<file path="src/rtl/dff_pipeline_pkg.sv">
// Shared types and helpers for the handshaked register pipeline.
package dff_pipeline_pkg;

    localparam int unsigned DEF_WIDTH  = 8;
    localparam int unsigned DEF_STAGES = 4;

    // Occupancy counter update selected each cycle.
    typedef enum logic [1:0] {
        OCC_HOLD = 2'd0,
        OCC_INC  = 2'd1,
        OCC_DEC  = 2'd2,
        OCC_CLR  = 2'd3
    } occ_op_e;

    // Width needed to count 0..stages valid words inclusive.
    function automatic int unsigned occ_w(input int unsigned stages);
        return $clog2(stages + 1);
    endfunction

endpackage : dff_pipeline_pkg

</file>
<file path="src/rtl/dff_pipe_stage.sv">
// One pipeline slot: a valid bit plus a data word, with load, flush and reset.
module dff_pipe_stage
    import dff_pipeline_pkg::*;
#(
    parameter int unsigned           WIDTH     = DEF_WIDTH,
    parameter logic [WIDTH-1:0]      RESET_VAL = '0
) (
    input  logic             clk,
    input  logic             rst,
    input  logic             load_i,
    input  logic             flush_i,
    input  logic             valid_i,
    input  logic [WIDTH-1:0] data_i,
    output logic             valid_o,
    output logic [WIDTH-1:0] data_o
);

    logic             valid_q;
    logic             valid_d;
    logic [WIDTH-1:0] data_q;
    logic [WIDTH-1:0] data_d;

    // Next state: flush empties the slot; a load takes the upstream valid, data only when valid.
    always_comb begin
        valid_d = valid_q;
        data_d  = data_q;
        if (flush_i) begin
            valid_d = 1'b0;
            data_d  = RESET_VAL;
        end else if (load_i) begin
            valid_d = valid_i;
            if (valid_i) begin
                data_d = data_i;
            end
        end
    end

    // Slot register with synchronous active-low reset.
    always_ff @(posedge clk) begin
        if (!rst) begin
            valid_q <= 1'b0;
            data_q  <= RESET_VAL;
        end else begin
            valid_q <= valid_d;
            data_q  <= data_d;
        end
    end

    assign valid_o = valid_q;
    assign data_o  = data_q;

endmodule : dff_pipe_stage

</file>
<file path="src/rtl/dff_pipeline.sv">
// STAGES-deep, WIDTH-wide valid/ready register pipeline with bubble collapsing,
// synchronous flush and a registered occupancy count.
module dff_pipeline
    import dff_pipeline_pkg::*;
#(
    parameter int unsigned      WIDTH     = DEF_WIDTH,
    parameter int unsigned      STAGES    = DEF_STAGES,
    parameter logic [WIDTH-1:0] RESET_VAL = '0
) (
    input  logic                         clk,
    input  logic                         rst,
    input  logic                         in_valid,
    output logic                         in_ready,
    input  logic [WIDTH-1:0]             in_data,
    input  logic                         flush,
    output logic                         out_valid,
    input  logic                         out_ready,
    output logic [WIDTH-1:0]             out_data,
    output logic [occ_w(STAGES)-1:0]     occupancy
);

    localparam int unsigned OCC_W = occ_w(STAGES);
    localparam int unsigned LAST  = STAGES - 1;

    typedef struct packed {
        logic             v;
        logic [WIDTH-1:0] d;
    } stage_t;

    stage_t            stage_in  [STAGES];
    stage_t            stage_out [STAGES];
    logic [STAGES-1:0] v_vec;
    logic [STAGES-1:0] rdy;

    logic              acc;
    logic              del;
    occ_op_e           occ_op;
    logic [OCC_W-1:0]  occ_q;
    logic [OCC_W-1:0]  occ_d;

    // Ready chain: a slot can load if it or any slot downstream of it is empty,
    // or the consumer takes the last word this cycle.
    always_comb begin
        logic chain;
        chain = out_ready;
        rdy   = '0;
        for (int i = int'(LAST); i >= 0; i--) begin
            chain  = chain | ~v_vec[i];
            rdy[i] = chain;
        end
    end

    assign in_ready = rdy[0] & ~flush & rst;

    // Slot chain: slot 0 fed by the input handshake, slot g by slot g-1.
    for (genvar g = 0; g < int'(STAGES); g++) begin : g_stage
        if (g == 0) begin : g_head
            assign stage_in[g].v = in_valid & in_ready;
            assign stage_in[g].d = in_data;
        end else begin : g_body
            assign stage_in[g] = stage_out[g-1];
        end

        dff_pipe_stage #(
            .WIDTH     (WIDTH),
            .RESET_VAL (RESET_VAL)
        ) u_stage (
            .clk     (clk),
            .rst     (rst),
            .load_i  (rdy[g]),
            .flush_i (flush),
            .valid_i (stage_in[g].v),
            .data_i  (stage_in[g].d),
            .valid_o (stage_out[g].v),
            .data_o  (stage_out[g].d)
        );

        assign v_vec[g] = stage_out[g].v;
    end

    assign out_valid = stage_out[LAST].v;
    assign out_data  = stage_out[LAST].d;

    assign acc = in_valid & in_ready;
    assign del = out_valid & out_ready;

    // Occupancy update selection; flush wins over any transfer.
    always_comb begin
        occ_op = OCC_HOLD;
        if (flush) begin
            occ_op = OCC_CLR;
        end else if (acc && !del) begin
            occ_op = OCC_INC;
        end else if (!acc && del) begin
            occ_op = OCC_DEC;
        end
    end

    // Occupancy next value from the selected update.
    always_comb begin
        occ_d = occ_q;
        case (occ_op)
            OCC_INC:  occ_d = occ_q + OCC_W'(1);
            OCC_DEC:  occ_d = occ_q - OCC_W'(1);
            OCC_CLR:  occ_d = '0;
            default:  occ_d = occ_q;
        endcase
    end

    // Occupancy register with synchronous active-low reset.
    always_ff @(posedge clk) begin
        if (!rst) begin
            occ_q <= '0;
        end else begin
            occ_q <= occ_d;
        end
    end

    assign occupancy = occ_q;

    // Count always equals the number of valid slots and never exceeds the depth.
    a_occ_popcount : assert property (@(posedge clk) disable iff (!rst)
        32'(occ_q) == $countones(v_vec));

    a_occ_range : assert property (@(posedge clk) disable iff (!rst)
        32'(occ_q) <= STAGES);

    // A stalled output word must not change until it is taken or discarded.
    a_out_stable : assert property (@(posedge clk) disable iff (!rst)
        (out_valid && !out_ready && !flush) |=> $stable(out_data));

endmodule : dff_pipeline

</file>
<file path="config.mk">
export PLATFORM = sky130hd
export DESIGN_NAME = dff_pipeline
export DESIGN_NICKNAME = d
export VERILOG_FILES = /design/src/rtl/dff_pipeline_pkg.sv /design/src/rtl/dff_pipe_stage.sv /design/src/rtl/dff_pipeline.sv
export SDC_FILE = /design/constraint.sdc
export NUM_CORES = 1
export LEC_CHECK = 0
export BUFFER_PORTS_ARGS = -buffer_cell sky130_fd_sc_hd__buf_2
export CORE_ASPECT_RATIO = 0.7
export CORE_MARGIN = 3
export CORE_UTILIZATION = 35
export DETAILED_ROUTE_END_ITERATION = 7
export REMOVE_ABC_BUFFERS = 1
export SLEW_MARGIN = 20
export SYNTH_ARGS = -nofsm -noshare
export SYNTH_HDL_FRONTEND = slang
export SYNTH_HIERARCHICAL = 1
export SYNTH_SLANG_ARGS = --single-unit
export TNS_END_PERCENT = 50
</file>
<file path="constraint.sdc">
create_clock -name clk -period 2.55 [get_ports clk]
set_input_delay 0.1275 -clock clk [delete_from_list [all_inputs] [get_ports clk]]
set_output_delay 0.1275 -clock clk [all_outputs]
set_load 0.03 [all_outputs]
</file>
# Word level (Yosys, flattened, before mapping)
# Index checks and enable logic that the tools add are counted.
[totals]
reg_bits = 39
output_inout_bits = 13
[op_classes]
addsub = 2
n_eq_ne = 3
n_mux = 4
n_bitwise = 14
reduce_logical = 10
[op_table]
columns = ["op", "count"]
rows = [
  ["3-bit one-hot mux with 3 select lines", 1],
  ["2-bit AND reduction", 4],
  ["2-bit 2-to-1 mux", 3],
  ["1-bit NOT", 6],
  ["1-bit bitwise AND", 4],
  ["2-bit == test, second input constant", 2],
  ["1-bit OR", 4],
  ["3-bit by 1-bit adder with 3-bit output, second input constant", 1],
  ["3-bit nonzero test", 1],
  ["3-bit by 1-bit subtractor with 3-bit output, second input constant", 1],
  ["2-bit by 1-bit == test with 1-bit output, second input constant", 1],
  ["1-bit logical AND", 2],
  ["1-bit logical NOT", 2],
  ["2-bit OR reduction", 1],
]

# Longest topological paths before layout
[depth]
word_depth = 15
ltp_mapped = 8
mapped_depth_nobuf = 6

# Hierarchy
# The synthesis kept the hierarchy.
[by_module_without_submodules]
columns = ["mod", "n_inst", "cells_each", "area_each_um2", "seq_area_each_um2"]
rows = [
  ["dff_pipe_stage", 4, 41, 410.4, 180.2],
  ["dff_pipeline", 1, 34, 270.3, 60.1],
]

# Worst setup path after synthesis
# Ideal clock, no wire load.
[synth_timing]
kind = "register -> register"
start = "reg g_stage[3].u_stage.valid_q"
end = "reg occ_q[2] (netlist: occupancy[2])"
t_arrival_ps = 1904
t_required_ps = 2478
slack_ps = 574
stages_incl_launch_ff = 7
path_buffers = 0
period_less_slack_ps = 1976
cell_sequence = "dfxtp_1 -> nand2_1 -> a211o_1 -> fa_1 -> and4b_1 -> a211oi_1 -> mux2i_1"
[synth_via]
elab_chain_cells = 15
[synth_rtl]
columns = ["element", "line", "source"]
rows = [
  ["start: declaration", "dff_pipe_stage.sv:18", "logic valid_q;"],
  ["start signal: assignment", "dff_pipe_stage.sv:44", "valid_q <= valid_d;"],
  ["1-bit NOT", "dff_pipeline.sv:48", "chain = chain | ~v_vec[i];"],
  ["1-bit OR (4 in series)", "dff_pipeline.sv:48", ""],
  ["1-bit bitwise AND (2 in series)", "dff_pipeline.sv:53", "assign in_ready = rdy[0] & ~flush & rst;"],
  ["1-bit bitwise AND", "dff_pipeline.sv:84", "assign acc = in_valid & in_ready;"],
  ["1-bit logical NOT", "dff_pipeline.sv:94", "end else if (!acc && del) begin"],
  ["1-bit logical AND", "dff_pipeline.sv:94", ""],
  ["2-bit 2-to-1 mux", "dff_pipeline.sv:94", ""],
  ["2-bit 2-to-1 mux *", "dff_pipeline.sv:92", "end else if (acc && !del) begin"],
  ["2-bit 2-to-1 mux *", "dff_pipeline.sv:90", "if (flush) begin"],
  ["2-bit == test / 2-bit by 1-bit == test with 1-bit output (equally long branches)", "dff_pipeline.sv:102", "case (occ_op)"],
  ["3-bit one-hot mux with 3 select lines / 3-bit nonzero test (equally long branches)", "-", ""],
  ["end signal: assignment", "dff_pipeline.sv:113", "occ_q <= '0;"],
  ["end signal: assignment", "dff_pipeline.sv:115", "occ_q <= occ_d;"],
  ["end: declaration", "dff_pipeline.sv:38", "logic [OCC_W-1:0] occ_q;"],
]
# Mark *: on every way between the ends. The rest lies on a longest branch, timed or not.
# A chain may end at the register's enable or synchronous reset.

# Final worst setup path
[layout_timing]
start = "reg g_stage[3].u_stage.valid_q"
end = "reg g_stage[0].u_stage.data_q[2]"
[layout_via]
elab_chain_cells = 9
[layout_rtl]
columns = ["element", "line", "source"]
rows = [
  ["1-bit NOT", "dff_pipeline.sv:48", ""],
  ["1-bit OR", "dff_pipeline.sv:48", ""],
  ["net rdy[3]", "dff_pipeline.sv:33", "logic [STAGES-1:0] rdy;"],
  ["1-bit OR (3 in series)", "dff_pipeline.sv:48", ""],
  ["net rdy[0]", "dff_pipeline.sv:33", ""],
  ["1-bit bitwise AND (2 in series)", "dff_pipeline.sv:53", ""],
  ["1-bit bitwise AND", "-", ""],
  ["net acc", "dff_pipeline.sv:35", "logic acc;"],
  ["2-bit AND reduction (no line)", "-", ""],
  ["end signal: assignment", "dff_pipe_stage.sv:45", "data_q <= data_d;"],
  ["end: declaration", "dff_pipe_stage.sv:20", "logic [WIDTH-1:0] data_q;"],
]
# The timed path passes the listed nets, and every way through them passes these cells.

==> results by stage <==
Detailed routing:
- The post-route DRC violation count is 0.
- The post-detailed-route count of antenna-violating nets is 0.
- The final wirelength is 3476 um.
- The first-pass iteration count of the detailed router is 4.
- In the final routed layout, each cell accounts on average for 12.20 um.
- The number of vias in the routed layout is 1365.
- The vias per cell is 4.789.
- The detailed router finished its first iteration with 47 violations.

Global routing:
- Entering global routing, the biggest net connects 20 pins.
- The number of global-route vias before repair is 1256.
- The wire length of the first global-routing pass is 5830 um.
- Summed over all layers, the global routing overflow is 0.
- The number of antenna violations at the first check in global routing is 0.
- The overall routing resource usage is 11.68%.

Clock network:
- Clock tree synthesis selected as its root buffer the cell sky130_fd_sc_hd__clkbuf_8.
- TritonCTS built the clock tree.
- CTS saw 39 sinks.
- Gates resized during post-CTS repair numbered 0.
- The clock reaches the later pin of the worst-skew pair after 0.29 ns.
- In this run, CTS created clock tree buffers numbering 5.
- The clock-pin transition on the worst setup and hold timing paths is 0.08 ns.
- The buffer depth of the longest clock path is 2.
- The H-tree depth is 2.
- In this run, post-CTS hold repair placed 0 buffers.
- The post-CTS setup buffer count is 0.

Setup path:
- The critical path's slowest cell is sky130_fd_sc_hd__and3_1.
- Data on the critical path is required at its endpoint by 2.72 ns.
- The arrival time at the worst endpoint is 2.30 ns.
- The start-to-end type of the worst setup path is register to register.
- The kind of end point of the critical path is a register.
- In this run the critical register-to-register path is launched from g_stage[3].u_stage/valid_o.
- The number of cells on the worst reg-to-reg path is 6.
- The worst reg-to-reg setup slack is 0.41 ns.
- In this run the critical register-to-register path is captured at g_stage[0].u_stage/data_o[2].
- The signal on the critical path passes through and2b_1 > inv_2 > or2_4 > and3_1 > a21bo_2 > a21oi_1.
- Of all nets on the critical path, the largest fanout is 19.
- In this design, the stage delay of the slowest critical-path cell is 0.56 ns.
- STA classifies the critical path startpoint as a register.

Layout:
- The library cell used most frequently in the layout, excluding fill and tap cells, is sky130_fd_sc_hd__dfxtp_1.
- The share of final-layout standard cells stronger than drive strength 1 is 33.33%.
- Leaving out filler cells and counting taps, the final layout contains 285.
- The relative area change from synthesis to final layout is 8.769%.
- In the layout the commonest cells are 39 x sky130_fd_sc_hd__dfxtp_1, 34 x sky130_fd_sc_hd__nand3_1, 29 x sky130_fd_sc_hd__a21oi_1.
- The number of antenna cells inserted is 0.
- At the end of the flow, the number of nets in the layout was 229.

Yosys:
- After synthesis, the mean cell area works out to 9.656 um2.
- The synthesized design contains 39 register bits.
- Synthesis instantiated 29 different standard cells from the library.
- Synthesis handed over a netlist of 198 instances.
- The share of the Yosys chip area taken by registers is 40.84%.
- The post-synthesis instance area is 1912 um2.
- The synthesis warning total is 6.

Timing:
- Measured against its own limit, the worst slew margin works out to 56.65%.
- The total negative slack for setup checks is 0 ns.
- The minimum period implied by the final worst setup slack is 2.136 ns.
- At the pin with the least slew margin, the transition time is 0.6484 ns.
- Setup violations remaining at the end of the flow were counted as 0.
- The post-route clock period utilization is 83.78%.
- Setup repair after global routing left no endpoint under its margin.
- The number of hold violations in the final report was 0.
- The maximum clock rate is 0.4681 GHz.
- The clock arrives with 0.005134 ns of skew.
- The number of pins exceeding their max-slew limit in the final report is 0.

Die:
- The number of standard-cell rows in the floorplan is 21.
- The die area is 6399 um2.
- The core region is 5019 um2.
- Pin placement for this block handled 26 I/O pins.
- The width of the die is 94.34 um.
- From bottom edge to top edge, the die measures 67.84 um.
- The initial standard-cell utilization of the core is 38.10%.

Worst hold path:
- The min-delay analysis places its worst path in the category input port to register.
- The startpoint identified for the worst hold timing path is in_data[5].
- The worst hold path was traced through 3 stages.
- For hold timing, the worst endpoint is g_stage[0].u_stage/data_o[5].

Placed design:
- Input and output buffers added on the ports amount to 25.
- The detailed placement HPWL is 2447 um.
- Counting tap cells, the placed design contains a total of 277 instances.
- At the end of routability-driven placement, the weighted congestion stood at 0.6896.

Power and ir drop:
- For this design the ratio of total power to cell area is 544.5 nW/um2.
- IR analysis of the VDD net gives a maximum drop of 221.2 uV.
- The static power due to leakage is 0.0007962 uW.

Outcome:
- The run finished with clean final reports.

Run:
- The tool flagged a number of max-cap violations equal to 0.
==> how the worst max path moves through the flow <==
stage	start	to	slack (ns)	depth (start not counted)
after floorplan	g_stage[3].u_stage/valid_o	g_stage[0].u_stage/data_o[0]	0.56	6
after global placement	g_stage[3].u_stage/valid_o	g_stage[0].u_stage/data_o[0]	0.51	6
after detailed placement	g_stage[3].u_stage/valid_o	g_stage[0].u_stage/data_o[0]	0.44	6
after CTS	g_stage[3].u_stage/valid_o	g_stage[0].u_stage/data_o[0]	0.43	6
after global routing	g_stage[3].u_stage/valid_o	g_stage[0].u_stage/data_o[0]	0.27	6
final	g_stage[3].u_stage/valid_o	g_stage[0].u_stage/data_o[2]	0.41	6
==> power breakdown <==
part           switching, uW  internal, uW  total [uW]
Combinational           31.9          19.8        51.7
Clock                    221           246         467
Sequential              1.86           612         613
==> metrics by stage <==
stage,worst slack (ns),cell area (um2),hold WS [ns],util (%),power [uW]
after floorplan,0.5617,1727,0.2750,-,656.5
after detailed placement,0.4434,1976,0.3897,39.37,679.9
after global placement,0.5105,1976,0.3845,39.37,679.8
after CTS,0.4286,2079,0.07351,41.44,1153
final,0.4135,2079,0.08022,41.44,1132
after global routing,0.2728,2079,0.07472,41.44,1187
==> synthesized netlist by cell type <==
cell	n	area, um2
sky130_fd_sc_hd__a21bo_2	28	280.3
sky130_fd_sc_hd__fa_1	1	20.02
sky130_fd_sc_hd__a21boi_0	1	7.510
sky130_fd_sc_hd__clkbuf_1	4	15.01
sky130_fd_sc_hd__or2_4	1	8.760
sky130_fd_sc_hd__a211o_1	1	8.760
sky130_fd_sc_hd__mux2i_1	7	70.07
sky130_fd_sc_hd__nand2_1	6	22.52
sky130_fd_sc_hd__dfxtp_1	39	780.8
sky130_fd_sc_hd__and2_1	1	6.260
sky130_fd_sc_hd__buf_2	4	20.02
sky130_fd_sc_hd__inv_1	2	7.510
sky130_fd_sc_hd__nand2b_1	6	37.54
sky130_fd_sc_hd__nand3_1	34	170.2
sky130_fd_sc_hd__and2b_1	1	7.510
sky130_fd_sc_hd__a21oi_2	4	35.03
sky130_fd_sc_hd__buf_6	8	90.09
sky130_fd_sc_hd__nand4_1	1	6.260
sky130_fd_sc_hd__inv_2	1	3.750
sky130_fd_sc_hd__a211oi_1	1	7.510
sky130_fd_sc_hd__buf_8	4	60.06
sky130_fd_sc_hd__nor2b_1	1	6.260
sky130_fd_sc_hd__and4b_1	1	10.01
sky130_fd_sc_hd__and3_1	1	6.260
sky130_fd_sc_hd__a21oi_1	29	145.1
sky130_fd_sc_hd__nor3b_1	2	15.01
sky130_fd_sc_hd__nor2_1	4	15.01
sky130_fd_sc_hd__and3b_1	1	8.760
sky130_fd_sc_hd__a21bo_1	4	40.04
==> per-layer routing <==
layer  up-vias  routed length (um)  global-route usage (%)
met5         -                   0                       0
met2        19                1373                   16.34
li1        730                   -                       -
met3         5                 150                   3.626
met4         0                  34                   5.405
met1       611                1918                   16.35
==> sequential cells by signal (all words and copies together), names as in the netlist <==
name and flops:
g_stage.u_stage/valid_o 4, occupancy 3, g_stage.u_stage/data_o 32
==> cell families after synthesis <==
logic type                 share of synthesized area [%]
buffers and inverters                              10.27
and+or+nand+nor                                    16.75
adders and majority gates                          1.047
muxes                                              3.665
AOI/OAI and AO/OA                                  27.42
DFF                                                40.84
==> worst max-delay path, delay by kind of cell (launching register included) <==
family / cells / cell delay [ns]
and+or+nand+nor: 3 / 1.09
DFF: 1 / 0.38
AOI/OAI and AO/OA: 2 / 0.27
buffers and inverters: 1 / 0.26
==> layout make-up <==
type	count	area [um2]
clock buffers	7	96.34
multi-input cells	136	934.6
inverters	3	11.26
flip-flops and latches	39	780.7
well taps	69	86.33
repair buffers	30	162.7
clock inverters	1	7.507
fillers	523	2939
No activity file was read; power rests on OpenSTA's default activity.
